===== src/rtl/pc_pkg.sv =====
// Shared types and default constants for the PC sequencer and its pending-redirect latch.
package pc_pkg;

    localparam int unsigned XLEN_DEFAULT         = 32;
    localparam logic [31:0] RESET_VECTOR_DEFAULT = 32'h0000_0000;
    localparam int unsigned INCR_DEFAULT         = 4;
    localparam int unsigned ALIGN_BITS_DEFAULT   = 2;

    typedef enum logic [1:0] {
        StBoot,
        StRun,
        StPending,
        StHalted
    } pc_state_e;

endpackage


===== src/rtl/pc_redirect_latch.sv =====
// Holds a redirect target that arrived while the pipeline could not advance.
module pc_redirect_latch #(
    parameter int unsigned XLEN = 32
) (
    input  logic            clk,
    input  logic            rst_n,
    input  logic            set,
    input  logic            clr,
    input  logic [XLEN-1:0] target_in,
    output logic [XLEN-1:0] target,
    output logic            valid
);

    logic [XLEN-1:0] target_q;
    logic            valid_q;

    // A new latch request wins over a clear in the same cycle (latest redirect wins).
    always_ff @(posedge clk) begin
        if (!rst_n) begin
            target_q <= '0;
            valid_q  <= 1'b0;
        end else if (set) begin
            target_q <= target_in;
            valid_q  <= 1'b1;
        end else if (clr) begin
            valid_q  <= 1'b0;
        end
    end

    assign target = target_q;
    assign valid  = valid_q;

endmodule


===== src/rtl/pc_sequencer.sv =====
// Fetch PC sequencer: boot, sequential increment, redirects (immediate or deferred), traps, halt.
module pc_sequencer
    import pc_pkg::*;
#(
    parameter int unsigned     XLEN         = XLEN_DEFAULT,
    parameter logic [XLEN-1:0] RESET_VECTOR = XLEN'(RESET_VECTOR_DEFAULT),
    parameter int unsigned     INCR         = INCR_DEFAULT,
    parameter int unsigned     ALIGN_BITS   = ALIGN_BITS_DEFAULT
) (
    input  logic            clk,
    input  logic            rst_n,
    input  logic            write_en_i,
    input  logic            global_stall_i,
    input  logic            global_flush_i,
    input  logic            redirect_valid_i,
    input  logic [XLEN-1:0] redirect_target_i,
    input  logic            trap_valid_i,
    input  logic [XLEN-1:0] trap_vector_i,
    input  logic            halt_i,
    output logic [XLEN-1:0] pc_o,
    output logic            pc_valid_o,
    output logic            misaligned_o,
    output logic            redirect_pending_o
);

    localparam logic [XLEN-1:0] ALIGN_MASK = XLEN'((64'd1 << ALIGN_BITS) - 64'd1);

    pc_state_e       state_q, state_d;
    logic [XLEN-1:0] pc_q, pc_d;
    logic            pc_valid_q;
    logic            misaligned_q, misaligned_d;
    logic            lat_set, lat_clr;
    logic [XLEN-1:0] pending_target;
    logic            pending_valid;
    logic            advance;
    logic            trap_ok;
    logic            redirect_ok;

    assign advance     = write_en_i & ~global_stall_i;
    assign trap_ok     = (trap_vector_i & ALIGN_MASK) == '0;
    assign redirect_ok = (redirect_target_i & ALIGN_MASK) == '0;

    pc_redirect_latch #(
        .XLEN (XLEN)
    ) u_latch (
        .clk       (clk),
        .rst_n     (rst_n),
        .set       (lat_set),
        .clr       (lat_clr),
        .target_in (redirect_target_i),
        .target    (pending_target),
        .valid     (pending_valid)
    );

    always_comb begin
        state_d      = state_q;
        pc_d         = pc_q;
        misaligned_d = 1'b0;
        lat_set      = 1'b0;
        lat_clr      = 1'b0;
        unique case (state_q)
            StBoot: state_d = StRun;
            StRun, StPending: begin
                if (trap_valid_i) begin
                    lat_clr = 1'b1;
                    if (trap_ok) begin
                        pc_d    = trap_vector_i;
                        state_d = StRun;
                    end else begin
                        misaligned_d = 1'b1;
                        state_d      = StHalted;
                    end
                end else if (halt_i) begin
                    lat_clr = 1'b1;
                    state_d = StHalted;
                end else if (redirect_valid_i) begin
                    if (!redirect_ok) begin
                        lat_clr      = 1'b1;
                        misaligned_d = 1'b1;
                        state_d      = StHalted;
                    end else if (advance) begin
                        lat_clr = 1'b1;
                        pc_d    = redirect_target_i;
                        state_d = StRun;
                    end else begin
                        lat_set = 1'b1;
                        state_d = StPending;
                    end
                end else if (global_flush_i) begin
                    // Flush drops the deferred redirect but never moves the PC itself.
                    lat_clr = 1'b1;
                    state_d = StRun;
                end else if (state_q == StPending) begin
                    if (advance) begin
                        lat_clr = 1'b1;
                        pc_d    = pending_target;
                        state_d = StRun;
                    end
                end else if (advance) begin
                    pc_d = pc_q + XLEN'(INCR);
                end
            end
            StHalted: begin
                if (trap_valid_i) begin
                    if (trap_ok) begin
                        pc_d    = trap_vector_i;
                        state_d = StRun;
                    end else begin
                        misaligned_d = 1'b1;
                    end
                end
            end
            default: state_d = StBoot;
        endcase
    end

    always_ff @(posedge clk) begin
        if (!rst_n) begin
            state_q      <= StBoot;
            pc_q         <= RESET_VECTOR;
            pc_valid_q   <= 1'b0;
            misaligned_q <= 1'b0;
        end else begin
            state_q      <= state_d;
            pc_q         <= pc_d;
            pc_valid_q   <= (state_d == StRun) || (state_d == StPending);
            misaligned_q <= misaligned_d;
        end
    end

    assign pc_o               = pc_q;
    assign pc_valid_o         = pc_valid_q;
    assign misaligned_o       = misaligned_q;
    assign redirect_pending_o = pending_valid;

endmodule


===== config.mk =====
export PLATFORM = sky130hd
export DESIGN_NAME = pc_sequencer
export DESIGN_NICKNAME = d
export VERILOG_FILES = /design/src/rtl/pc_pkg.sv /design/src/rtl/pc_redirect_latch.sv /design/src/rtl/pc_sequencer.sv
export SDC_FILE = /design/constraint.sdc
export NUM_CORES = 1
export LEC_CHECK = 0
export CORE_ASPECT_RATIO = 0.75
export CORE_MARGIN = 5
export CORE_UTILIZATION = 40
export CTS_CLUSTER_SIZE = 20
export DETAILED_ROUTE_END_ITERATION = 7
export PLACE_DENSITY = 0.69
export SYNTH_ARGS = -nofsm -noshare
export SYNTH_HDL_FRONTEND = slang
export SYNTH_HIERARCHICAL = 1
export SYNTH_SLANG_ARGS = --single-unit

===== constraint.sdc =====
create_clock -name clk -period 3 [get_ports clk]
set_clock_uncertainty 0.15 [all_clocks]
set_input_delay 0.75 -clock clk [delete_from_list [all_inputs] [get_ports clk]]
set_output_delay 0.75 -clock clk [all_outputs]
set_load 0.03 [all_outputs]

==> metrics <==
PD cells=539 mW/mm^2; Syn Nets=~640; final hold violations=0; Max Freq=0.368 GHz; vias in the first global route=between 4000 and 5000; Clock Power Share=0.311; DRC Markers=0; maxcap violations=0; worst-path cell chain=clkdlybuf4s50_1 -> buf_4 -> nor2b_1 -> buf_4 -> a22oi_1 -> o22a_1 -> o21ai_0 -> a21oi_1 -> nor3b_1; CP max-delay cell=clkdlybuf4s50_1; Worst-path clk slew=around 0.06 ns; first-pass GRT wire length=between 20 and 25 mm; cts repair resizes=0; Crit path max-delay family=buffers and inverters; Iter 0 DRT Violations=between 500 and 600; I/O pin count=~110; Final setup viols=0; data required time of the worst path=a little over 3 ns; PortBufs=roughly 110; register area share after synthesis=0.312; Final GP Congestion=between 0.9 and 1; Die Area=approximately 0.013 sq mm; Initial Util=0.407; status=complete, no violations; Primary FF master, synth=dfxtp_1; vias per cell=6.02; antenna cells=0; Clock Tree Root=clkbuf_16; worst skew pair latency=0.34 ns; Post-CTS Setup Bufs=0; crit-path max cell delay=between 0.4 and 0.5 ns; CP Launch Type=primary input; clk sinks=69; most used cell along the critical path=buf_4; Clock Tree Buf Depth=2; total of fill cells in the finished design=~1000; fin. max-slew vios=0; initial antenna violation count=0; Worst Path Buf+Inv=3; layout cells sized above 1=0.0869; worst-margin pin slew=a little over 0.6 ns; Pleak=between 2 and 2.5 nW; CTS Buf Count=9; multiplexer share of the synthesized area=0.0974; Area Overhead vs Synth=36.4%; die width=roughly 130 microns; nets=between 700 and 800; Worst EP arrival=2.82 ns; Setup CP Type=primary input to flop; post-placement setup slack=roughly 0.015 ns; H-tree Lvls=3; DIE HEIGHT=101 microns; Core Footprint=around 0.011 sq mm; Psw=roughly 1.1 mW; Compound-Gate Fraction of Synth Area=0.246; final instance area=between 0.006 and 0.007 sq mm; Hold Crit Class=flop to flop; synthesized area=~0.0044 sq mm; number of flops mapped to enable cells by yosys=0; syn avg cell area=around 7.8 sq um; Cell Rows=33; Finished Core Util=0.555; final WL=between 15 and 20 mm; placed cell count=approximately 800; CP Max Fanout=9; main combinational cell family by area after synthesis=compound AO/OA/AOI/OAI gates; asr flop ratio synth=0; post-route setup slack=0.285 ns; highest ir drop seen on vdd=between 200 and 300 uV; post-synthesis xor/xnor area fraction=0.0336; min Tclk post-route=between 2 and 3 ns; internal power=2.12 mW; fin cells=819; Period Utilization, post-route=0.905; Sequential Power Share=0.357; dpl hpwl=between 10 and 15 mm; gr usage total=0.226; total gr overflow=0; largest net degree at the start of global routing=43; CP endpoint kind=flop; RSZ-0062 raised after global routing=no; Comb pwr share=0.332; Post-DP Area=about 0.0058 sq mm; Synth Area in Simple Gates=0.242; sw frac=0.349; Synth cell types=between 50 and 60; 1st-pass router iterations=6; Worst slew margin=0.592; Hold Buf Count CTS=0; DR WL/cell=between 15 and 20 microns; post-synthesis adder-cell area fraction=0.0113; setup TNS=0 ns; via count=just under 5000; Syn. warnings=6; FF+latch count, synth=between 60 and 70; CTS tree=yes; cell count after synthesis=568; post-route ant nets=0
==> sequential cells by signal, summed over array words and instances, names as in the netlist <==
register,count
misaligned_o,1
pc_o,32
state_q,2
u_latch/valid,1
u_latch/target,32
pc_valid_o,1
==> cell usage in the layout (no fill, tap or decap), drive strengths merged, types with 3 or more instances in the layout <==
cell type	count
o22ai	6
a22oi	5
or4	3
o221a	4
xnor2	9
a221oi	6
a21oi	49
or3	3
nand2	65
nand2b	10
o21a	3
o211ai	9
nand3	13
clkdlybuf4s50	106
nor2b	36
a22o	3
mux2i	42
nor4	11
buf	32
nand4	7
and3	8
inv	12
ha	4
a31oi	24
nor3	19
o221ai	7
nor2	26
a211oi	4
o21ai	39
nand3b	3
xor2	8
dfxtp	69
clkbuf	14
==> synthesized netlist by cell type, types with 4 or more instances <==
cell type / n / share of area
o221a_2: 4 / 0.010
nand3_1: 12 / 0.014
a31oi_1: 24 / 0.034
mux2i_1: 42 / 0.095
a211oi_1: 4 / 0.0068
and3_1: 8 / 0.011
nand2b_1: 10 / 0.014
ha_1: 4 / 0.011
nand4_1: 6 / 0.0085
a221oi_1: 6 / 0.012
o21ai_0: 39 / 0.044
inv_1: 12 / 0.010
nand2_1: 65 / 0.055
a22oi_1: 5 / 0.0085
nor2_1: 26 / 0.022
xor2_1: 8 / 0.016
clkbuf_1: 34 / 0.029
nor2b_1: 36 / 0.051
o221ai_1: 7 / 0.014
dfxtp_1: 69 / 0.31
nor4_1: 11 / 0.016
o211ai_1: 9 / 0.015
a21oi_1: 49 / 0.055
xnor2_1: 9 / 0.018
nor3_1: 18 / 0.020
o22ai_1: 6 / 0.0085
==> final timing paths <==
check | from | end | slack [ns] | cells after the start
min reg2reg | pc_o[1]$_SDFFE_PN0P_ | pc_o[1]$_SDFFE_PN0P_ | 0.35 | 2
max reg2reg | pc_o[2]$_SDFFE_PN0P_ | pc_o[26]$_SDFFE_PN0P_ | 0.36 | 7
min | pc_o[1]$_SDFFE_PN0P_ | pc_o[1]$_SDFFE_PN0P_ | 0.35 | 2
max | redirect_valid_i | pc_o[19]$_SDFFE_PN0P_ | 0.29 | 9
==> per-stage QoR <==
stage	power, mW	hold slack [ns]
after floorplan	1.75	0.323
after global placement	2.22	0.335
final	3.26	0.348
after global routing	3.40	0.363
after detailed placement	2.24	0.328
after CTS	3.26	0.345
==> cell type report <==
cell class                      count  area [sq um]  area share
Clock buffer                       14           274      0.0453
Clock inverter                      1          5.00    0.000827
Inverter                           12          45.0     0.00745
Multi-Input combinational cell    445          2800       0.464
Sequential cell                    69          1380       0.228
Tap cell                          140           175      0.0290
Timing Repair Buffer              138          1360       0.225
==> worst reg2reg max path, delay by kind of cell (launching register included) <==
kind                       cells  cell delay, ns
AOI/OAI and AO/OA              2            0.43
and+or+nand+nor                4            1.22
DFF                            1            0.46
adders and majority gates      1            0.29
==> logic make-up (layout without fill, tap and decap cells) <==
family                   count (synthesis)  after routing
multiplexers                            43             43
AO/OA/AOI/OAI                          173            173
adder cells (fa/ha/maj)                  4              4
AND/OR/NAND/NOR                        208            208
XOR/XNOR                                17             17
buffers and inverters                   54            165
flip-flops                              69             69
==> per-layer routing <==
layer,wire length (microns),vias to the layer above,global-route usage
met5,0,-,0
met3,1490,24,0.0660
met1,7090,2335,0.310
met2,6730,267,0.349
li1,-,2302,-
met4,187,0,0.0656
==> power groups by stage <==
| stage | registers (mW) | clock network [mW] | logic, mW |
|---|---|---|---|
| after floorplan | 1.29 | 0 | 0.460 |
| after global placement | 1.17 | 0 | 1.05 |
| after detailed placement | 1.18 | 0 | 1.07 |
| after CTS | 1.16 | 1.03 | 1.07 |
| after global routing | 1.18 | 1.06 | 1.16 |
| final | 1.16 | 1.01 | 1.08 |
(Power assumes the default switching activity.)
